## src/rtl/seg_pkg.sv

```systemverilog
// Shared 7-segment definitions: segment type, off pattern and hex glyph table.
// All patterns are active-high in {g,f,e,d,c,b,a} order.
package seg_pkg;

  typedef logic [6:0] seg_t;

  localparam seg_t SEG_OFF = 7'h00;

  localparam seg_t HEX_SEG [16] = '{
    7'h3F, 7'h06, 7'h5B, 7'h4F, 7'h66, 7'h6D, 7'h7D, 7'h07,
    7'h7F, 7'h6F, 7'h77, 7'h7C, 7'h39, 7'h5E, 7'h79, 7'h71
  };

  function automatic seg_t hexToSeg(input logic [3:0] nibble);
    return HEX_SEG[nibble];
  endfunction

endpackage

```

## src/rtl/seg_hex_decode.sv

```systemverilog
// Combinational nibble to active-high 7-segment glyph (full 0-F).
module seg_hex_decode
  import seg_pkg::*;
(
  input  logic [3:0] nibble,
  output seg_t       segs
);

  always_comb segs = hexToSeg(nibble);

endmodule

```

## src/rtl/seg_scan_driver.sv

```systemverilog
// Time-multiplexed multi-digit 7-segment driver with a blank cycle at the
// start of every digit slot, leading-zero blanking, blank mask and dp.
module seg_scan_driver
  import seg_pkg::*;
#(
  parameter int unsigned NUM_DIGITS     = 4,
  parameter int unsigned REFRESH_DIV    = 50000,
  parameter bit          ACTIVE_LOW_SEG = 1'b1,
  parameter bit          ACTIVE_LOW_AN  = 1'b1,
  localparam int unsigned IDX_W = (NUM_DIGITS > 1) ? $clog2(NUM_DIGITS) : 1
) (
  input  logic                    clk,
  input  logic                    nReset,
  input  logic [4*NUM_DIGITS-1:0] digitsIn,
  input  logic [NUM_DIGITS-1:0]   dpIn,
  input  logic [NUM_DIGITS-1:0]   blankMask,
  input  logic                    leadZeroBlank,
  input  logic                    load,
  output logic [6:0]              segs,
  output logic                    dp,
  output logic [NUM_DIGITS-1:0]   anodes,
  output logic [IDX_W-1:0]        scanIdx
);

  localparam int unsigned CNT_W = $clog2(REFRESH_DIV);

  logic [CNT_W-1:0]        cnt_q, cnt_d;
  logic [IDX_W-1:0]        scan_q, scan_d;
  logic [4*NUM_DIGITS-1:0] digits_q, digits_d;
  logic [NUM_DIGITS-1:0]   dp_q, dp_d;
  logic [NUM_DIGITS-1:0]   mask_q, mask_d;
  logic                    lzb_q, lzb_d;

  logic                    cnt_wrap;
  logic [NUM_DIGITS-1:0]   lead_zero;
  logic                    upper_zero;
  int unsigned             idx;
  logic [3:0]              cur_nib;
  logic                    cur_dp, cur_mask, cur_lz;
  seg_t                    dec_segs;
  logic                    slot_active;
  seg_t                    seg_on;
  logic                    dp_on;
  logic [NUM_DIGITS-1:0]   an_on;

  always_comb begin
    cnt_wrap = (cnt_q == CNT_W'(REFRESH_DIV - 1));
    cnt_d    = cnt_wrap ? '0 : cnt_q + CNT_W'(1);
    scan_d   = scan_q;
    if (cnt_wrap) begin
      scan_d = (scan_q == IDX_W'(NUM_DIGITS - 1)) ? '0 : scan_q + IDX_W'(1);
    end
    digits_d = load ? digitsIn      : digits_q;
    dp_d     = load ? dpIn          : dp_q;
    mask_d   = load ? blankMask     : mask_q;
    lzb_d    = load ? leadZeroBlank : lzb_q;
  end

  always_ff @(posedge clk or negedge nReset) begin
    if (!nReset) begin
      cnt_q    <= '0;
      scan_q   <= '0;
      digits_q <= '0;
      dp_q     <= '0;
      mask_q   <= '0;
      lzb_q    <= 1'b0;
    end else begin
      cnt_q    <= cnt_d;
      scan_q   <= scan_d;
      digits_q <= digits_d;
      dp_q     <= dp_d;
      mask_q   <= mask_d;
      lzb_q    <= lzb_d;
    end
  end

  // Walk from the most significant digit down; a digit is a leading zero
  // while every digit at or above it is zero. Digit 0 always stays lit.
  always_comb begin
    upper_zero = 1'b1;
    lead_zero  = '0;
    idx        = 0;
    for (int unsigned j = 0; j < NUM_DIGITS; j++) begin
      idx            = NUM_DIGITS - 1 - j;
      upper_zero     = upper_zero && (digits_q[4*idx +: 4] == 4'h0);
      lead_zero[idx] = lzb_q && upper_zero && (idx != 0);
    end
  end

  always_comb begin
    cur_nib  = '0;
    cur_dp   = 1'b0;
    cur_mask = 1'b0;
    cur_lz   = 1'b0;
    for (int unsigned i = 0; i < NUM_DIGITS; i++) begin
      if (scan_q == IDX_W'(i)) begin
        cur_nib  = digits_q[4*i +: 4];
        cur_dp   = dp_q[i];
        cur_mask = mask_q[i];
        cur_lz   = lead_zero[i];
      end
    end
  end

  seg_hex_decode u_hex_decode (
    .nibble (cur_nib),
    .segs   (dec_segs)
  );

  always_comb begin
    slot_active = (cnt_q != '0);
    seg_on      = (slot_active && !cur_mask && !cur_lz) ? dec_segs : SEG_OFF;
    dp_on       = slot_active && cur_dp && !cur_mask;
    for (int unsigned i = 0; i < NUM_DIGITS; i++) begin
      an_on[i] = slot_active && (scan_q == IDX_W'(i));
    end
    segs    = ACTIVE_LOW_SEG ? ~seg_on : seg_on;
    dp      = ACTIVE_LOW_SEG ? ~dp_on  : dp_on;
    anodes  = ACTIVE_LOW_AN  ? ~an_on  : an_on;
    scanIdx = scan_q;
  end

endmodule

```

## config.mk

```make
export PLATFORM = sky130hd
export DESIGN_NAME = seg_scan_driver
export DESIGN_NICKNAME = d
export VERILOG_FILES = /design/src/rtl/seg_pkg.sv /design/src/rtl/seg_hex_decode.sv /design/src/rtl/seg_scan_driver.sv
export SDC_FILE = /design/constraint.sdc
export NUM_CORES = 1
export LEC_CHECK = 0
export BUFFER_PORTS_ARGS = -buffer_cell sky130_fd_sc_hd__buf_2
export CORE_MARGIN = 2
export CORE_UTILIZATION = 56
export CTS_CLUSTER_DIAMETER = 60
export DETAILED_ROUTE_END_ITERATION = 10
export PLACE_DENSITY = 0.81
export SYNTH_ARGS = -nofsm -noshare
export SYNTH_HDL_FRONTEND = slang
export SYNTH_SLANG_ARGS = --single-unit
```

## constraint.sdc

```tcl
create_clock -name clk -period 2.9 [get_ports clk]
set_input_delay 0.145 -clock clk [delete_from_list [all_inputs] [get_ports clk]]
set_output_delay 0.145 -clock clk [all_outputs]
set_load 0.02 [all_outputs]
```

Yosys cells after proc, flatten, opt, wreduce, memory -nomap -nowiden
Memories as Yosys holds them, arrays and structs flattened.
Cells that the tools add are included.

storage, ports and cells
  word-level logic and storage cells = 58
  bits in registers = 43
  input port bits = 28
  output and inout bits = 14
  bits in read-only memories = 112
  memories kept = 1

operators by class
  bitwise gates (word level) = 4
  equality and inequality tests = 4
  multiplexer cells = 20
  add/subtract/negate cells = 2
  $lt $le $gt $ge = 1
  reduce and logical (&&, ||, !) cells = 20

memory list
  memory           words  width  read ports  clocked after memory_dff  wr ports  line           RTL
  (no name shown)  16     7      1           0                         0         seg_pkg.sv:15  return HEX_SEG[nibble];

operators with widths
  cell                   count
  $mux 7                 3
  $add 16x1->16 const B  1
  $eq 16x16->1 const B   1
  $mux 16                1
  $mux 4                 4
  $reduce_bool 16->1     1
  $logic_and 1x1->1      13
  $logic_not 4->1        3
  $mux 1                 11
  $not 7->7              1
  $ge 5x5->1 const B     1
  $not 4->5              1
  $eq 2x2->1 const B     2
  $not 4->4              1
  $add 2x1->2 const B    1
  $eq 2x1->1 const B     1
  $logic_not 1->1        2
  $logic_not 2->1        1
  $mux 2                 1
  $not 1->1              1

Logic depth before layout (Yosys ltp)
Gate-level depths: netlist of the first run.

  depth in word-level cells = 11
  depth in mapped cells = 11
  depth with buffers taken out = 10

By module
A second synthesis of the first run with hierarchy kept.

unflattened totals
  cells, all modules = 232
  area, all modules = 2484.9 sq um

modules (own cells, without submodules)
  module           area an instance (sq um)  sequential area each (sq um)  cells an instance  times used
  seg_scan_driver  2197.1                    1076.0                        199                1
  seg_hex_decode   287.8                     0.0                           33                 1

Worst setup path after synthesis of the first run
Ideal clock, no wire load.

  path kind = register to output
  from = reg scan_q[0] (netlist: scanIdx[0])
  to = out segs[0]
  required time = 2.755 ns
  arrival = 2.394 ns
  stages on the path, launching flop included = 11
  setup slack = 0.361 ns
  cells stage by stage = dfrtp_1 > inv_1 > ha_1 > buf_2 > or3b_1 > o21ai_2 > a31oi_4 > inv_1 > ha_1 > nor3_1 > o31ai_1

between the ends
  cells in the longest elaborated chain, start to end = 11

ends and longest elaborated chain
  element                                     line                    RTL
  from (decl)                                 seg_scan_driver.sv:28   logic [IDX_W-1:0] scan_q, scan_d;
  from (signal assigned)                      seg_scan_driver.sv:69   scan_q <= scan_d;
  $logic_not 2->1                             seg_scan_driver.sv:96   if (scan_q == IDX_W'(i)) begin
  $mux 4 (4 in series)                        seg_scan_driver.sv:96
  $not 4->5 (not written as such)             seg_pkg.sv:15
  $mem_v2 16x7                                -
  $mux 7 (not written as such) (2 in series)  seg_pkg.sv:15
  $mux 7 (*)                                  seg_scan_driver.sv:112  seg_on = (slot_active && !cur_mask && !cur_lz) ? dec_segs : SEG_OFF;
  $not 7->7 (*)                               seg_scan_driver.sv:117  segs = ACTIVE_LOW_SEG ? ~seg_on : seg_on;
  to (decl)                                   seg_scan_driver.sv:19   output logic [6:0] segs,

Mark *: on every way between the ends. The rest lies on a longest branch, timed or not. The select of a mux whose other input is x is not followed.

Worst setup path after layout of the first run
  from = reg scan_q[0] (netlist: scanIdx[0])
  to = out segs[3]

The elaborated chain is that of the path after synthesis.

==> results of run 1 <==
==> sequential cells by signal (all words and copies together), names as in the netlist <==
register  cells
mask_q        4
dp_q          4
cnt_q        16
digits_q     16
lzb_q         1
scanIdx       2
==> power groups by stage <==
stage	combinational (W)	sequential, W	clock [W]
after floorplan	0.000148	0.000662	0
after global placement	0.000206	0.000670	0
after detailed placement	0.000210	0.000671	0
after CTS	0.000212	0.000660	0.000380
after global routing	0.000235	0.000664	0.000407
final	0.000212	0.000660	0.000368
==> cell usage after synthesis (2+ instances only) <==
master / number
nand3_1: 10
nor2_4: 2
mux2i_1: 5
o21ai_0: 5
a21oi_1: 5
and3_1: 2
nand2_1: 27
nand2b_1: 2
nand4_1: 3
nor4_1: 3
buf_4: 2
o221ai_1: 5
mux2_2: 24
ha_1: 12
xor2_1: 9
nand3b_1: 3
nor2b_1: 3
xnor2_1: 5
nor3_1: 6
buf_1: 2
buf_2: 3
nor2_1: 15
dfrtp_1: 43
inv_1: 10
==> per-layer routing <==
layer,vias to the layer above,global-route usage [%],wire (um)
met5,-,0,0
met4,0,5.128,23
met3,2,4.185,179
met2,43,37.11,2447
met1,903,32.79,2475
li1,893,-,-
==> area by class of cell <==
class	count	share of cell area, %
clock inverters	2	0.4458
well taps	52	2.318
multi-input cells	170	47.61
repair buffers	41	7.312
clock buffers	6	2.586
inverters	10	1.337
flip-flops and latches	43	38.39
==> worst reg2reg max path, cell delays in order, from the launching register on <==
cell	delay [ps]
dfrtp_1	430
ha_1	200
nand3_1	280
nor4_4	740
nand2_1	120
mux2i_1	150
==> cells by family (layout without fill, tap and decap cells) <==
group	count (synthesis)	after routing	synth area share, %
buffers and inverters	18	59	3.513
AO/OA/AOI/OAI	31	31	10.34
AND/OR/NAND/NOR	84	84	18.23
multiplexers	29	29	13.03
flip-flops	43	43	43.79
XOR/XNOR	14	14	4.990
adder cells (fa/ha/maj)	12	12	6.110
==> per-stage QoR <==
step / std cells / hold WS (ps) / instance area [um2] / util, % / worst slack (ps)
after floorplan: 231 / -150.6 / 2457 / - / 360.6
after global placement: 316 / 340.9 / 2679 / 62.38 / 407.8
after detailed placement: 316 / 344.3 / 2679 / 62.38 / 313.5
after CTS: 324 / 34.07 / 2769 / 64.48 / 63.78
after global routing: 324 / 71.64 / 2806 / 65.36 / 31.14
final: 324 / -5.943 / 2806 / 65.36 / 158.7
==> path summary, 6_finish.rpt <==
check	to	depth (start not counted)	slack [ps]	from
worst max-delay path	segs[3]	10	160	scanIdx[0]
worst min-delay path	cnt_q[10]	1	-6	nReset
worst max register to register	scanIdx[0]	5	910	cnt_q[0]
worst min register to register	cnt_q[10]	1	500	cnt_q[10]
max in group asynchronous	scanIdx[1]	1	2260	nReset
min in group clk	digits_q[9]	3	70	digitsIn[9]
==> cells in the final DEF (no fill, tap or decap), types with 6 or more instances in the layout <==
cell type  netlist  layout
ha_1            12       8
nor3_1           6       6
nand2_1         27      27
inv_1           10       8
nand3_1         10      10
xor2_1           9       9
buf_2            3      41
nor2_1          15      15
dfrtp_1         43      42
mux2_2          24      24
==> key figures, run 1 <==
Clock tree
  • Number of sinks handled by clock tree synthesis: 43
  • Clk pin slew, worst setup/hold paths: 80 ps
  • TritonCTS clock tree: done
  • Number of clock buffers inserted by TritonCTS: 5
  • Hold bufs inserted after CTS: 0
  • # resized after CTS: 2
  • Latest clock arrival within the worst-skew pair: 290 ps
  • # H-tree levels: 2
  • Post-CTS Repair Setup Buffers: 0
  • Maximum buffer depth of the clock tree: 2
  • Master cell of the clock root buffer: clkbuf_8

Pwr
  • Share of total power in combinational logic: 17.1%
  • Pwr Density: 441.6 nW/um2
  • Sw power: 0.0003401 W
  • Leakage power total: 1.286 nW
  • Maximum ir drop on the vdd rail: 0.3324 mV
  • Clock group share of total power: 29.7%
  • Net Sw Frac: 27.44%
  • Final Power: 0.001239 W
  • Fraction of power consumed by sequential logic: 53.2%
  • Cell internal pwr: 0.0008992 W

Drt
  • Post-detailed-routing wire length: 5127 um
  • Count of unresolved DRC violations after routing: 0
  • Number of optimization iterations in the first detailed-route pass: 4
  • Post-DR vias/cell: 5.682
  • Count of routing violations after the opening detailed-route iteration: 62
  • Wire per inst: 15.82 um
  • Vias after detailed routing: 1841
  • Antenna Violating Nets Remaining: 0

STA
  • Total setup violations reported at the end of the flow: 0
  • Slew Limit Fails: 0
  • Transition at the pin with the smallest max-transition slack: 950.4 ps
  • Setup repair after global routing missed its margin: no
  • Hold Violations, Final: 3
  • Clock skew: 5.115 ps
  • Slew HR: 36.64%
  • Post-route worst hold slack: -5.943 ps
  • Max Fclk: 364.8 MHz
  • Final period util: 94.53%
  • Setup_tns: 0 ps
  • Final period demand of the worst path: 2741 ps

Synthesis
  • Synth warnings: 0
  • Count of flip-flops with a built-in enable after synthesis: 0
  • Prevailing post-synth register cell: dfrtp_1
  • Proportion of netlist area held by the largest area contributor: 43.79%
  • Part of the Yosys area used for sequential elements: 43.79%
  • Synth Net Count: 271
  • Post-synthesis register bit count: 43
  • Cell count after synthesis: 231
  • Number of distinct library cells after synthesis: 49
  • Largest cells by area after synthesis: dfrtp_1, mux2_2, ha_1, nand2_1, xor2_1
  • Largest area contributor in the synthesized netlist: dfrtp_1
  • Summed instance area of the synthesized netlist: 2457 um2
  • Avg Inst Size Synth: 10.64 um2
  • Post-synthesis async set-or-reset flop share: 100.0%

Setup path
  • Data arrival time of the critical path: 2600 ps
  • Slowest stage cell, crit path: dfrtp_1
  • Cell chain of the critical path: ha_2 > or3b_1 > o21ai_2 > a31oi_4 > inv_2 > ha_1 > nand3_1 > nand3_1 > a21bo_2 > buf_2
  • Classification of the worst setup path: register to primary output
  • Element type at the critical path end: primary output
  • Delay of the slowest critical-path stage: 480 ps
  • Family of cells with the greatest summed delay on the critical path: adder cells
  • Most common cell type on the critical path: nand3_1
  • Peak fanout along the critical path: 13
  • Combined buffer and inverter count along the critical path: 2
  • Critical path launch point type: register
  • Worst Path Required: 2760 ps

GRT
  • Number of global-route vias before repair: 1843
  • Wire length of the first global-routing pass: 8976 um
  • Number of antenna violations at the first check in global routing: 0
  • Overall track demand over capacity in global routing: 23.07%
  • Total global routing overflow: 0
  • Largest net degree at the start of global routing: 44

Cells and area
  • Post-layout nets: 311
  • Reg area: 1077 um2
  • Number of inserted diodes: 0
  • Share of cells above drive strength 1: 34.56%
  • Area growth from synthesis to layout: 14.21%
  • Fillcell total: 335
  • Area used by multi-input combinational logic: 1336 um2

Floorplan
  • I/O pin count: 42
  • Die boundary width: 70.25 um
  • Die Height: 70.25 um
  • Std-Cell Rows: 24
  • Floorplan die area: 4934 um2
  • Initial Util: 57.23%
  • Core Box Area: 4294 um2

Status
  • Status: finished with violations
  • Failing checks: negative hold slack

Run
  • Number of maximum-capacitance constraint violations: 0

Placed design
  • Final weighted congestion in routability-driven placement: 0.8589
  • Port bufs: 41
  • HPWL Detailed: 3701 um

Worst hold path
  • Worst min path class: input pin to asynchronous set/reset pin
Note: power is estimated with default switching activity, not from simulation.
==> inputs of run 2 (changes only) <==
Settings changed: PLACE_DENSITY 0.81 to not set, PLACE_DENSITY_LB_ADDON set to 0.05.
==> key figures, run 2 (same netlist as run 1, synthesis figures left out) <==
Floorplan
  • Floorplan die area: 4934 um2
  • Die Height: 70.25 um
  • I/O pin count: 42
  • Initial Util: 57.23%
  • Std-Cell Rows: 24
  • Die boundary width: 70.25 um
  • Core Box Area: 4294 um2

Pwr
  • Final Power: 0.001232 W
  • Leakage power total: 1.290 nW
  • Sw power: 0.0003330 W
  • Pwr Density: 442.1 nW/um2
  • Fraction of power consumed by sequential logic: 53.5%
  • Net Sw Frac: 27.02%
  • Clock group share of total power: 29.5%
  • Cell internal pwr: 0.0008995 W
  • Share of total power in combinational logic: 16.9%
  • Maximum ir drop on the vdd rail: 0.2934 mV

STA
  • Setup repair after global routing missed its margin: no
  • Slew Limit Fails: 0
  • Transition at the pin with the smallest max-transition slack: 942.1 ps
  • Max Fclk: 369.2 MHz
  • Final period demand of the worst path: 2709 ps
  • Post-route worst hold slack: -15.95 ps
  • Clock skew: 6.655 ps
  • Total setup violations reported at the end of the flow: 0
  • Hold Violations, Final: 13
  • Setup_tns: 0 ps
  • Slew HR: 37.20%
  • Final period util: 93.40%

Worst hold path
  • Worst min path class: input pin to asynchronous set/reset pin

Clock tree
  • TritonCTS clock tree: done
  • # resized after CTS: 0
  • Number of clock buffers inserted by TritonCTS: 5
  • Hold bufs inserted after CTS: 0
  • Clk pin slew, worst setup/hold paths: 80 ps
  • Master cell of the clock root buffer: clkbuf_8
  • Number of sinks handled by clock tree synthesis: 43
  • Maximum buffer depth of the clock tree: 2
  • Latest clock arrival within the worst-skew pair: 290 ps
  • # H-tree levels: 2
  • Post-CTS Repair Setup Buffers: 0

Drt
  • Vias after detailed routing: 1801
  • Post-detailed-routing wire length: 4835 um
  • Wire per inst: 14.88 um
  • Antenna Violating Nets Remaining: 0
  • Count of routing violations after the opening detailed-route iteration: 88
  • Number of optimization iterations in the first detailed-route pass: 4
  • Count of unresolved DRC violations after routing: 0
  • Post-DR vias/cell: 5.542

Setup path
  • Register-to-register setup slack: 950 ps
  • RR Endpoint: scanIdx[0]
  • RR Startpoint: cnt_q[12]
  • Peak fanout along the critical path: 7
  • Critical path launch point type: register
  • Classification of the worst setup path: register to primary output
  • Cell chain of the critical path: inv_1 > ha_2 > nand2_1 > o21ai_0 > a22o_1 > inv_1 > ha_1 > o21ai_0 > nand3_1 > a21bo_2 > buf_2
  • Family of cells with the greatest summed delay on the critical path: compound AO/OA/AOI/OAI gates
  • Slowest stage cell, crit path: dfrtp_1
  • Data arrival time of the critical path: 2560 ps
  • Delay of the slowest critical-path stage: 410 ps
  • Combined buffer and inverter count along the critical path: 3
  • Element type at the critical path end: primary output
  • Source of the critical timing path: scanIdx[0]
  • Worst Path Required: 2760 ps
  • Worst Reg-to-Reg Cells: 5

Placed design
  • Port bufs: 41
  • Final weighted congestion in routability-driven placement: 0.8029
  • HPWL Detailed: 3566 um

Cells and area
  • Most common cell after layout, fill and taps aside: dfrtp_1
  • Area used by multi-input combinational logic: 1315 um2
  • Area growth from synthesis to layout: 13.44%
  • Share of cells above drive strength 1: 32.97%
  • Post-layout nets: 312
  • Number of inserted diodes: 0
  • Reg area: 1076 um2
  • Most frequent cells in the layout: dfrtp_1, buf_2, nand2_1
  • Largest registers ranked by flip-flop count: cnt_q (16), digits_q (16)
  • Fillcell total: 358

GRT
  • Largest net degree at the start of global routing: 44
  • Number of antenna violations at the first check in global routing: 0
  • Number of global-route vias before repair: 1871
  • Wire length of the first global-routing pass: 8480 um
  • Overall track demand over capacity in global routing: 21.72%
  • Total global routing overflow: 0

Status
  • Failing checks: negative hold slack
  • Status: finished with violations

Run
  • Number of maximum-capacitance constraint violations: 0
==> run 2: cell types whose count changed in the layout (fill, tap and decap cells not counted), sizes merged <==
cell      change
clkbuf        +1
buf           +1
clkinvlp      -1
==> run 2: metrics by stage <==
stage | utilization, % | cell area, um2 | hold slack, ps | cells | setup slack (ps)
finish | 64.92 | 2788 | -15.95 | 325 | 191.4
detailed placement | 62.56 | 2686 | 339.2 | 317 | 337.3
CTS | 64.45 | 2768 | 11.46 | 325 | 5.474
floorplan | - | 2457 | -150.6 | 231 | 360.6
global route | 64.92 | 2788 | 68.59 | 325 | 18.80
global placement | 62.56 | 2686 | 341.1 | 317 | 400.9
==> run 2: layout make-up <==
cell class	instances	area share (%)
Multi-Input combinational cell	170	47.17
Timing Repair Buffer	42	7.630
Inverter	10	1.347
Tap cell	52	2.334
Sequential cell	43	38.60
Clock inverter	1	0.1795
Clock buffer	7	2.738
==> run 2: layer usage <==
metal  vias to the layer above  share of wire, %  global-route usage (%)
li1                        896                 -                       -
met1                       866                46                   28.53
met2                        34                49                   35.64
met3                         5               3.9                   5.195
met4                         0               1.2                   6.624
met5                         -                 0                       0
==> run 2: how the worst max path moves through the flow <==
stage / depth (start not counted) / to / slack [ps]
after detailed placement: 11 / segs[3] / 340
after floorplan: 10 / segs[0] / 360
after CTS: 11 / segs[3] / 5
final: 11 / segs[3] / 190
after global routing: 11 / segs[3] / 20
after global placement: 11 / segs[3] / 400
==> run 2: worst reg2reg max path, stage by stage (launching register included) <==
cell and delay, ps:
dfrtp_1 430, nor4_2 370, nand2_1 140, nor4_4 660
nand2_1 110, mux2i_1 160
==> run 2: power groups by stage <==
stage	registers, W	clock network (W)	logic, W
2_1_floorplan	0.000662	0	0.000148
3_3_place_gp	0.000671	0	0.000207
3_5_place_dp	0.000672	0	0.000210
4_1_cts	0.000660	0.000378	0.000210
5_1_grt	0.000665	0.000403	0.000232
6_report	0.000660	0.000364	0.000209
